--- src/rtl/result_writeback.sv ---
// Result writeback: buffers result beats from the array controller and writes
// matrix C row-major to memory, tile by tile, with done/err status.
module result_writeback #(
    parameter int ARRAY_HEIGHT = 4,
    parameter int ARRAY_WIDTH  = 32,
    parameter int DATA_WIDTH   = 16,
    parameter int BUS_WIDTH    = 256,
    parameter int ADDR_WIDTH   = 32,
    parameter int FIFO_DEPTH   = 8
) (
    input  logic                  clk,
    input  logic                  reset,
    input  logic                  start,
    input  logic [15:0]           m,
    input  logic [15:0]           p,
    input  logic [ADDR_WIDTH-1:0] base_addr,
    input  logic [BUS_WIDTH-1:0]  data_i,
    input  logic                  valid_i,
    output logic [ADDR_WIDTH-1:0] mem_addr_o,
    output logic [BUS_WIDTH-1:0]  mem_data_o,
    output logic                  mem_valid_o,
    input  logic                  mem_ready_i,
    output logic                  busy_o,
    output logic                  done_o,
    output logic                  err_o
);

    localparam int E     = BUS_WIDTH / DATA_WIDTH;
    localparam int BPR   = ARRAY_WIDTH / E;
    localparam int BW    = (BPR > 1) ? $clog2(BPR) : 1;
    localparam int LW    = (ARRAY_HEIGHT > 1) ? $clog2(ARRAY_HEIGHT) : 1;
    localparam int PW    = $clog2(FIFO_DEPTH);
    localparam int CW    = PW + 1;
    localparam int BYTES = DATA_WIDTH / 8;

    typedef enum logic [1:0] {
        IDLE = 2'd0,
        RUN  = 2'd1,
        DONE = 2'd2
    } state_t;

    state_t                  state_r, state_s;
    logic [15:0]             m_r, p_r;
    logic [ADDR_WIDTH-1:0]   base_r;
    logic [31:0]             total_r, push_cnt_r;
    logic [BW-1:0]           b_r, b_s;
    logic [LW-1:0]           l_r, l_s;
    logic [15:0]             tc_r, tc_s, tr_r, tr_s;
    logic [ADDR_WIDTH-1:0]   addr_r;
    logic [BUS_WIDTH-1:0]    fifo_mem_r [FIFO_DEPTH];
    logic [PW-1:0]           wr_ptr_r, rd_ptr_r;
    logic [CW-1:0]           count_r;
    logic                    err_r;

    logic start_s, empty_s, full_s, pop_s, push_s, drop_s;
    logic tc_last_s, tr_last_s, last_s;

    function automatic logic [ADDR_WIDTH-1:0] addr_of(
        input logic [15:0]           tr,
        input logic [LW-1:0]         l,
        input logic [15:0]           tc,
        input logic [BW-1:0]         b,
        input logic [15:0]           cols,
        input logic [ADDR_WIDTH-1:0] base
    );
        logic [31:0] row;
        logic [31:0] elem;
        row  = (32'(tr) + 32'(l)) * 32'(cols);
        elem = row + 32'(tc) + 32'(b) * 32'(E);
        return base + ADDR_WIDTH'(elem * 32'(BYTES));
    endfunction

    // Handshake and boundary flags
    always_comb begin
        start_s   = start & (state_r == IDLE);
        empty_s   = (count_r == CW'(0));
        full_s    = (count_r == CW'(FIFO_DEPTH));
        pop_s     = ~empty_s & mem_ready_i;
        tc_last_s = (({1'b0, tc_r} + 17'(ARRAY_WIDTH)) >= {1'b0, p_r});
        tr_last_s = (({1'b0, tr_r} + 17'(ARRAY_HEIGHT)) >= {1'b0, m_r});
        last_s    = (b_r == BW'(BPR - 1)) & (l_r == LW'(ARRAY_HEIGHT - 1)) &
                    tc_last_s & tr_last_s;
        // A full FIFO still takes a beat when the head leaves in the same cycle
        push_s    = valid_i & (state_r == RUN) & (push_cnt_r < total_r) &
                    (~full_s | pop_s);
        drop_s    = valid_i & ~push_s;
    end

    // Next-state logic
    always_comb begin
        state_s = state_r;
        case (state_r)
            IDLE: begin
                if (start) state_s = RUN;
                else       state_s = IDLE;
            end
            RUN: begin
                if (pop_s & last_s) state_s = DONE;
                else                state_s = RUN;
            end
            DONE:    state_s = IDLE;
            default: state_s = IDLE;
        endcase
    end

    // State register
    always_ff @(posedge clk) begin
        if (reset) state_r <= IDLE;
        else       state_r <= state_s;
    end

    // Pop-side tile walk: beat, lane, column tile, row tile
    always_comb begin
        b_s  = b_r;
        l_s  = l_r;
        tc_s = tc_r;
        tr_s = tr_r;
        if (b_r == BW'(BPR - 1)) begin
            b_s = BW'(0);
            if (l_r == LW'(ARRAY_HEIGHT - 1)) begin
                l_s = LW'(0);
                if (tc_last_s) begin
                    tc_s = 16'd0;
                    tr_s = tr_r + 16'(ARRAY_HEIGHT);
                end else begin
                    tc_s = tc_r + 16'(ARRAY_WIDTH);
                end
            end else begin
                l_s = l_r + LW'(1);
            end
        end else begin
            b_s = b_r + BW'(1);
        end
    end

    // Job configuration latched at start
    always_ff @(posedge clk) begin
        if (reset) begin
            m_r     <= 16'd0;
            p_r     <= 16'd0;
            base_r  <= '0;
            total_r <= 32'd0;
        end else if (start_s) begin
            m_r     <= m;
            p_r     <= p;
            base_r  <= base_addr;
            total_r <= (32'(m) * 32'(p)) / 32'(E);
        end
    end

    // Walk counters and registered write address of the FIFO head
    always_ff @(posedge clk) begin
        if (reset) begin
            b_r    <= BW'(0);
            l_r    <= LW'(0);
            tc_r   <= 16'd0;
            tr_r   <= 16'd0;
            addr_r <= '0;
        end else if (start_s) begin
            b_r    <= BW'(0);
            l_r    <= LW'(0);
            tc_r   <= 16'd0;
            tr_r   <= 16'd0;
            addr_r <= base_addr;
        end else if (pop_s & (state_r == RUN)) begin
            if (last_s) begin
                b_r    <= BW'(0);
                l_r    <= LW'(0);
                tc_r   <= 16'd0;
                tr_r   <= 16'd0;
                addr_r <= '0;
            end else begin
                b_r    <= b_s;
                l_r    <= l_s;
                tc_r   <= tc_s;
                tr_r   <= tr_s;
                addr_r <= addr_of(tr_s, l_s, tc_s, b_s, p_r, base_r);
            end
        end
    end

    // FIFO pointers and occupancy
    always_ff @(posedge clk) begin
        if (reset) begin
            wr_ptr_r <= PW'(0);
            rd_ptr_r <= PW'(0);
            count_r  <= CW'(0);
        end else begin
            if (push_s) wr_ptr_r <= wr_ptr_r + PW'(1);
            if (pop_s)  rd_ptr_r <= rd_ptr_r + PW'(1);
            if (push_s & ~pop_s)      count_r <= count_r + CW'(1);
            else if (pop_s & ~push_s) count_r <= count_r - CW'(1);
        end
    end

    // FIFO storage
    always_ff @(posedge clk) begin
        if (push_s) fifo_mem_r[wr_ptr_r] <= data_i;
    end

    // Accepted-push count and sticky beat-loss flag
    always_ff @(posedge clk) begin
        if (reset) begin
            push_cnt_r <= 32'd0;
            err_r      <= 1'b0;
        end else begin
            if (start_s | (pop_s & last_s & (state_r == RUN))) push_cnt_r <= 32'd0;
            else if (push_s)                                    push_cnt_r <= push_cnt_r + 32'd1;
            if (start_s) err_r <= drop_s;
            else         err_r <= err_r | drop_s;
        end
    end

    // Head payload, zero while the FIFO is empty
    always_comb begin
        if (empty_s) mem_data_o = '0;
        else         mem_data_o = fifo_mem_r[rd_ptr_r];
    end

    assign mem_addr_o  = addr_r;
    assign mem_valid_o = ~empty_s;
    assign busy_o      = (state_r == RUN);
    assign done_o      = (state_r == DONE);
    assign err_o       = err_r;

endmodule
--- config.mk ---
export PLATFORM = sky130hd
export DESIGN_NAME = result_writeback
export DESIGN_NICKNAME = d
export VERILOG_FILES = /design/src/rtl/result_writeback.sv
export SDC_FILE = /design/constraint.sdc
export NUM_CORES = 2
export LEC_CHECK = 0
export ABC_AREA = 0
export CORE_ASPECT_RATIO = 1.25
export CORE_UTILIZATION = 45
export DETAILED_ROUTE_END_ITERATION = 7
export PLACE_DENSITY = 0.65
export REMOVE_ABC_BUFFERS = 1
export SETUP_SLACK_MARGIN = 0.5
export SLEW_MARGIN = 20
export SYNTH_ARGS = -nofsm -noshare
export SYNTH_HDL_FRONTEND = slang
export SYNTH_SLANG_ARGS = --single-unit
--- constraint.sdc ---
create_clock -name clk -period 24.3 [get_ports clk]
set_input_delay 2.43 -clock clk [delete_from_list [all_inputs] [get_ports clk]]
set_output_delay 2.43 -clock clk [all_outputs]
set_load 0.02 [all_outputs]
# Yosys cells after proc, flatten, opt, wreduce, memory -nomap -nowiden
# Memories as Yosys holds them, arrays and structs flattened. A register that Yosys moved wholly into a read port is not among the register bits.
# Cells that the tools add are included.
word_totals:
  regBits: 204
  ram_bits: 2048
  in_bits: 325
  out_inout_bits: 292
  elab_cells: 94
  mem_count: 1
mem_list:
  columns: ["name", "depth", "word_bits", "rd", "rd_clocked_by_memory_dff", "wr", "line", "text"]
  rows:
  - ["fifo_mem_r", 8, 256, 1, 1, 1, "50", "logic [BUS_WIDTH-1:0] fifo_mem_r [FIFO_DEPTH];"]
op_classes:
  add_sub_neg: 15
  n_mul: 2
  magnitude_cmp: 3
  n_eq_ne: 4
  n_mux: 27
  n_bitwise: 21
  n_reduce_logical: 6
op_table:
  columns: ["op", "n"]
  rows:
  - ["$mux 256", 1]
  - ["$mux 16", 8]
  - ["$mux 32", 3]
  - ["$ge 17x16->1", 2]
  - ["$add 32x1->32 const B", 1]
  - ["$add 32x32->32", 1]
  - ["$lt 32x28->1", 1]
  - ["$mul 16x16->32", 1]
  - ["$add 31x16->31", 1]
  - ["$add 31x5->31", 1]
  - ["$mul 17x16->31", 1]
  - ["$add 16x2->17", 1]
  - ["$add 16x3->17 const B", 1]
  - ["$add 16x6->17 const B", 1]
  - ["$add 16x3->16 const B", 1]
  - ["$add 16x6->16 const B", 1]
  - ["$and 1x1->1", 14]
  - ["$mux 2", 4]
  - ["$mux 4", 2]
  - ["$add 3x1->3 const B", 2]
  - ["$mux 1", 6]
  - ["$mux 3", 2]
  - ["$add 4x1->4 const B", 1]
  - ["$eq 2x2->1 const B", 2]
  - ["other kinds (12)", 19]

# Depth between registers and ports, before layout
logic_depth:
  word_depth: 13
  ltp_mapped: 50
  ltp_nobuf: 49

# Worst setup path after synthesis
# OpenSTA, ideal clock, no wires.
synth_path:
  kind: "in2reg"
  start: "input mem_ready_i"
  end: "memory fifo_mem_r[0][0], enable pin"
  setup_time_ns: 1.239
  arrival_time_ns: 22.114
  required_ns: 23.061
  slack_ns: 0.947
  cell_stages: 8
  n_path_buf: 1
  cell_sequence: "nand3b_1 -> o21ai_0 -> a2111oi_0 -> nand3_1 -> a31oi_1 -> buf_2 -> nor2b_1 -> nor3b_1"
synth_between:
  elab_chain_cells: 5
synth_rtl:
  columns: ["element", "line", "text"]
  rows:
  - ["from (decl)", "22", "input logic mem_ready_i,"]
  - ["$and 1x1->1", "78", "pop_s = ~empty_s & mem_ready_i;"]
  - ["$or 1x1->1", "85", "(~full_s | pop_s);"]
  - ["$and 1x1->1", "84", "push_s = valid_i & (state_r == RUN) & (push_cnt_r < total_r) &"]
  - ["via push_s", "55", "logic start_s, empty_s, full_s, pop_s, push_s, drop_s;"]
  - ["$mux 1", "198", "if (push_s) fifo_mem_r[wr_ptr_r] <= data_i;"]
  - ["$mux 1 (not written as such)", "198", null]
  - ["to (decl)", "50", null]
# The timed path passes the listed nets, and every way through them passes these cells.

# Final worst setup path
layout_path:
  start: "register tc_r[5]"
  end: "register addr_r[29] (netlist: mem_addr_o[29])"
layout_between:
  elab_chain_cells: 13
  word_cells_on_any_way: 19
  classes_between: "add/sub (6); mul (1); order compare (1); mux (9); bitwise (2)"
layout_rtl:
  columns: ["element", "line", "text"]
  rows:
  - ["from (decl)", "48", "logic [15:0] tc_r, tc_s, tr_r, tr_s;"]
  - ["from (signal assigned)", "175", "tc_r <= tc_s;"]
  - ["$add 16x6->17", "79", "tc_last_s = (({1'b0, tc_r} + 17'(ARRAY_WIDTH)) >= {1'b0, p_r});"]
  - ["$ge 17x16->1", "79", null]
  - ["$mux 16", "122", "if (tc_last_s) begin"]
  - ["$mux 16", "120", "if (l_r == LW'(ARRAY_HEIGHT - 1)) begin"]
  - ["$mux 16", "118", "if (b_r == BW'(BPR - 1)) begin"]
  - ["$add 16x2->17", "68", "row = (32'(tr) + 32'(l)) * 32'(cols);"]
  - ["$mul 17x16->31", "68", null]
  - ["$add 31x16->31", "69", "elem = row + 32'(tc) + 32'(b) * 32'(E);"]
  - ["$add 31x5->31", "69", null]
  - ["$add 32x32->32", "70", "return base + ADDR_WIDTH'(elem * 32'(BYTES));"]
  - ["$mux 32 *", "166", "if (last_s) begin"]
  - ["$mux 32 *", "165", "end else if (pop_s & (state_r == RUN)) begin"]
  - ["$mux 32 *", "159", "end else if (start_s) begin"]
  - ["to (signal assigned)", "164", "addr_r <= base_addr;"]
  - ["to (signal assigned)", "177", "addr_r <= addr_of(tr_s, l_s, tc_s, b_s, p_r, base_r);"]
  - ["to (decl)", "49", "logic [ADDR_WIDTH-1:0] addr_r;"]
# Every way passes the cells marked *; elsewhere a longest branch is shown, timed or not. The select of a mux whose other input is x is not followed.
# A chain may end at the register's enable or synchronous reset.

==> flow_results.org <==
** Outcome
- The run finished, with violations left.
- Failing checks :: DRC, slew limit

** Timing
- Setup violations remaining at the end of the flow were counted as 0.
- In the finished design, the share of the clock period the worst path needs comes to 0.464.
- The hold violation count in the final report is 0.
- For the pin with the worst max-slew slack, the measured transition is 1.92 ns.
- Layout Skew :: roughly 0.11 ns
- Smallest setup slack after layout :: 13.03 ns
- Setup repair after global routing left no endpoint under its margin.
- Max Transition Viols Final :: 15
- Maximum clock rate :: 0.0887 GHz
- The worst path in the final design needs a cycle of 11.27 ns, including I/O delays and setup.
- Relative slew margins :: -0.282

** Place
- Post-DP HPWL :: 165000 um
- The congestion estimate from routability-driven global placement came to around 0.87.
- In this run the tool buffered the top-level ports with 616 buffer cells.
- Pre-CTS setup slack :: 13.22 ns

** Floorplanning
- For this configuration, the core starts out at a cell density of 0.453.
- Die boundary height :: between 500 and 600 um
- Number of placement rows :: 199
- The core region is 236000 um2.
- Pin placement for this block handled between 600 and 700 I/O pins.
- Die span in x :: 438 um
- Die Footprint :: 239000 um2

** Routing
- Number of vias after detailed routing :: approximately 59000
- Wires add up to 262000 um.
- After detailed routing, the average wire length per cell comes to 24.4 um.
- After detailed routing, the number of remaining DRC violations is 54.
- DRC violation total after the first TritonRoute iteration :: 4319
- The first TritonRoute pass finished after 8 iterations.
- Remaining antenna violation count :: 0
- Via density :: 5.54

** CTS
- Cts bufs inserted :: 223
- Buffer levels on the longest clock path :: 4
- TritonCTS built the clock tree.
- Insertion delay to the later sink of the worst-skew pair :: 0.89 ns
- Post-CTS timing repair inserted 0 buffers for setup.
- After clock tree synthesis, the clock-pin slew on the worst setup and hold paths is 0.06 ns.
- Clock Tree Root :: sky130_fd_sc_hd__clkbuf_16
- Resized Gates After CTS :: 0
- Hold bufs inserted after CTS :: 0
- The H-tree was split into 4 levels.
- Number of sinks handled by clock tree synthesis :: approximately 2300

** Min path
- The path class of the tightest hold or removal check is flop to flop.
- Hold Crit Depth :: 2
- The worst hold path begins at push_cnt_r[30].
- The path with the worst hold slack has its endpoint at push_cnt_r[30].

** Worst setup path
- For flop-to-flop paths, the worst setup slack is 13.03 ns.
- For this design, the slowest cell found on the critical path is sky130_fd_sc_hd__or4_1.
- The worst setup path is launched from a flop.
- The startpoint identified for the worst register-to-register timing path is tc_r[5].
- Data on the critical path is required at its endpoint by 24.97 ns.
- CP arrival :: 11.94 ns
- Critical Setup Path Class :: flop to flop
- The number of cells on the worst reg-to-reg path is 47.
- Most numerous cell on the critical path :: sky130_fd_sc_hd__ha_1
- The largest single stage delay on the critical path is 0.58 ns.
- Endpoint of the worst register-to-register path :: mem_addr_o[29]
- The worst setup path is captured at a flop.
- Of all nets on the critical path, the largest fanout is 26.

** Global route
- Antenna violations before repair :: 84
- The first global-routing pass estimated 395000 um of wire.
- Global routing finished with a remaining overflow of 0.
- The number of global-route vias before repair is 62833.
- Largest net degree at the start of global routing :: 149
- Across every metal layer, demand over resource in global routing totals 0.220.

** Pwr
- Dividing total power by cell area gives a power density of 93.0 nW/um2.
- Leak Pwr :: 42.6 nW
- Max VDD drop :: 0.154 mV

** Layout
- Relative to the synthesized area, the layout overhead comes to 15.6%.
- Once layout is complete, the utilization of the core stands at 0.524.
- In the final layout, the share of cells above drive strength 1 is 0.125.
- The final layout contains 8443 nets.

** Synthesis
- Ys async rst share :: 0
- Counting every instance in the synthesized netlist gives 6810.
- Cell area after synthesis :: 107000 um2
- Number of synthesized register bits :: 2253
- Sequential share of the synthesized area :: 0.615
- Yosys mapped a number of flops with a built-in enable equal to 2048.
- For this run, the leading register cell type out of synthesis is sky130_fd_sc_hd__edfxtp_1.
- Avg Synthesized Cell Area :: 15.7 um2
- The netlist uses 85 different library cells.
- For this run, the number of Yosys warnings is 0.

** Run
- The tool flagged a number of max-cap violations equal to 0.
-- worst max-delay path, delay by kind of cell, from the launching register on --
family          cells  cell delay [ns]
compound gates     13             2.52
xor+xnor            4             0.68
fa+ha+maj          10             3.55
buf+inv             5             0.69
flops               1             0.46
simple gates       15             3.21
-- how the worst max path moves through the flow --
stage / depth (start not counted) / endpoint / start
5_1_grt: 42 / mem_addr_o[31] / tc_r[5]
3_5_place_dp: 42 / mem_addr_o[31] / tc_r[5]
3_3_place_gp: 42 / mem_addr_o[31] / tc_r[5]
4_1_cts: 47 / mem_addr_o[25] / tc_r[5]
2_1_floorplan: 6 / mem_addr_o[31] / count_r[0]
6_report: 47 / mem_addr_o[29] / tc_r[5]
-- cell families after synthesis --
kind of cell               Yosys count  share of synthesized area
other                                1                  0.0000351
DFF                               2253                      0.615
muxes                              778                      0.133
adders and majority gates          719                      0.114
xor gates and xnor gates           156                     0.0129
and+or+nand+nor                   1428                     0.0600
AOI/OAI and AO/OA                  517                     0.0311
buffers and inverters              958                     0.0340
-- registers in the layout, indices dropped and copies added, names as in the netlist, 4 cells and up, named ones only --
signal	flops
tc_r	16
push_cnt_r	32
p_r	16
mem_addr_o	32
fifo_mem_r	2048
total_r	28
base_r	32
count_r	4
m_r	16
tr_r	14
-- per-stage QoR --
stage | power (mW) | area [um2] | setup TNS [ns] | cells | hold WS (ns)
floorplan | 7.90 | 105000 | -242.63 | 6467 | 0.416
global placement | 8.25 | 116000 | 0 | 10289 | 0.425
detailed placement | 8.26 | 116000 | 0 | 10289 | 0.445
CTS | 11.6 | 123000 | 0 | 10684 | 0.453
global route | 12.0 | 123000 | 0 | 10695 | 0.473
finish | 11.5 | 123000 | 0 | 10715 | 0.446
-- layout by cell type, fill, tap and decap left out, types with 14 or more instances in the layout --
cell                              Yosys  final
sky130_fd_sc_hd__a21oi_1            206    206
sky130_fd_sc_hd__bufinv_16            0     17
sky130_fd_sc_hd__diode_2              0     31
sky130_fd_sc_hd__a21o_1              61     61
sky130_fd_sc_hd__nor2_1             450    448
sky130_fd_sc_hd__nor2b_1             23     22
sky130_fd_sc_hd__nor3_1              38     36
sky130_fd_sc_hd__or3_1               16     16
sky130_fd_sc_hd__buf_4                5     80
sky130_fd_sc_hd__nand2b_1            16     15
sky130_fd_sc_hd__edfxtp_1          2048   2048
sky130_fd_sc_hd__o21bai_1            14     14
sky130_fd_sc_hd__clkinv_2             0     30
sky130_fd_sc_hd__o21ai_0             75     75
sky130_fd_sc_hd__clkbuf_16            0    225
sky130_fd_sc_hd__and2_1             201    200
sky130_fd_sc_hd__a222oi_1            24     24
sky130_fd_sc_hd__a31oi_1             19     19
sky130_fd_sc_hd__xnor2_1             96     94
sky130_fd_sc_hd__mux2i_1            261    261
sky130_fd_sc_hd__xor2_1              59     56
sky130_fd_sc_hd__ha_1               296    296
sky130_fd_sc_hd__nand3_1             42     42
sky130_fd_sc_hd__clkbuf_1           235     54
sky130_fd_sc_hd__clkinv_1             0     49
sky130_fd_sc_hd__nand4_1             18     18
sky130_fd_sc_hd__nand2_1            557    556
sky130_fd_sc_hd__dfxtp_1            205    202
sky130_fd_sc_hd__clkdlybuf4s50_1      0    615
sky130_fd_sc_hd__mux4_2             512    512
sky130_fd_sc_hd__fa_1               423    423
sky130_fd_sc_hd__a211oi_1            23     23
sky130_fd_sc_hd__and3_1              15     15
sky130_fd_sc_hd__inv_1              615    615
-- metal layers --
| layer | GRT usage | wire, um |
|---|---|---|
| met5 | 0 | 604 |
| met4 | 0.0723 | 8350 |
| met3 | 0.0656 | 21100 |
| met1 | 0.267 | 101000 |
| met2 | 0.373 | 131000 |
-- report_power, final --
part / switching (mW) / internal (mW) / leakage [nW]
clock: 1.42 / 1.88 / 3.34
combinational: 2.16 / 1.66 / 19.1
sequential: 0.0557 / 4.30 / 20.1
-- area by class of cell --
| cell class | count | area [um2] |
|---|---|---|
| fill | 19265 | 112000 |
| inverter | 615 | 2310 |
| timing repair buffer | 707 | 6990 |
| sequential | 2253 | 65600 |
| clock inverter | 113 | 1010 |
| tap | 3115 | 3900 |
| antenna | 31 | 77.6 |
| multi-input combinational | 3599 | 37600 |
| clock buffer | 282 | 5870 |
-- cell usage after synthesis (13+ instances only) --
| cell type | instances | share of area |
|---|---|---|
| sky130_fd_sc_hd__edfxtp_1 | 2048 | 0.58 |
| sky130_fd_sc_hd__inv_1 | 615 | 0.022 |
| sky130_fd_sc_hd__nand2_1 | 557 | 0.020 |
| sky130_fd_sc_hd__mux4_2 | 512 | 0.11 |
| sky130_fd_sc_hd__nor2_1 | 450 | 0.016 |
| sky130_fd_sc_hd__fa_1 | 423 | 0.079 |
| sky130_fd_sc_hd__ha_1 | 296 | 0.035 |
| sky130_fd_sc_hd__mux2i_1 | 261 | 0.024 |
| sky130_fd_sc_hd__clkbuf_1 | 235 | 0.0083 |
| sky130_fd_sc_hd__a21oi_1 | 206 | 0.0097 |
| sky130_fd_sc_hd__dfxtp_1 | 205 | 0.038 |
| sky130_fd_sc_hd__and2_1 | 201 | 0.012 |
| sky130_fd_sc_hd__xnor2_1 | 96 | 0.0079 |
| sky130_fd_sc_hd__buf_1 | 92 | 0.0032 |
| sky130_fd_sc_hd__o21ai_0 | 75 | 0.0035 |
| sky130_fd_sc_hd__a21o_1 | 61 | 0.0043 |
| sky130_fd_sc_hd__xor2_1 | 59 | 0.0048 |
| sky130_fd_sc_hd__nand3_1 | 42 | 0.0020 |
| sky130_fd_sc_hd__nor3_1 | 38 | 0.0018 |
| sky130_fd_sc_hd__a222oi_1 | 24 | 0.0023 |
| sky130_fd_sc_hd__a211oi_1 | 23 | 0.0016 |
| sky130_fd_sc_hd__nor2b_1 | 23 | 0.0013 |
| sky130_fd_sc_hd__a31oi_1 | 19 | 0.0011 |
| sky130_fd_sc_hd__nand4_1 | 18 | 0.0011 |
| sky130_fd_sc_hd__nand2b_1 | 16 | 0.00094 |
| sky130_fd_sc_hd__or3_1 | 16 | 0.00094 |
| sky130_fd_sc_hd__and3_1 | 15 | 0.00088 |
| sky130_fd_sc_hd__o21bai_1 | 14 | 0.00098 |
| sky130_fd_sc_hd__nor3b_1 | 13 | 0.00091 |
| sky130_fd_sc_hd__o21a_1 | 13 | 0.00091 |
Power figures use the tool's default switching activity.
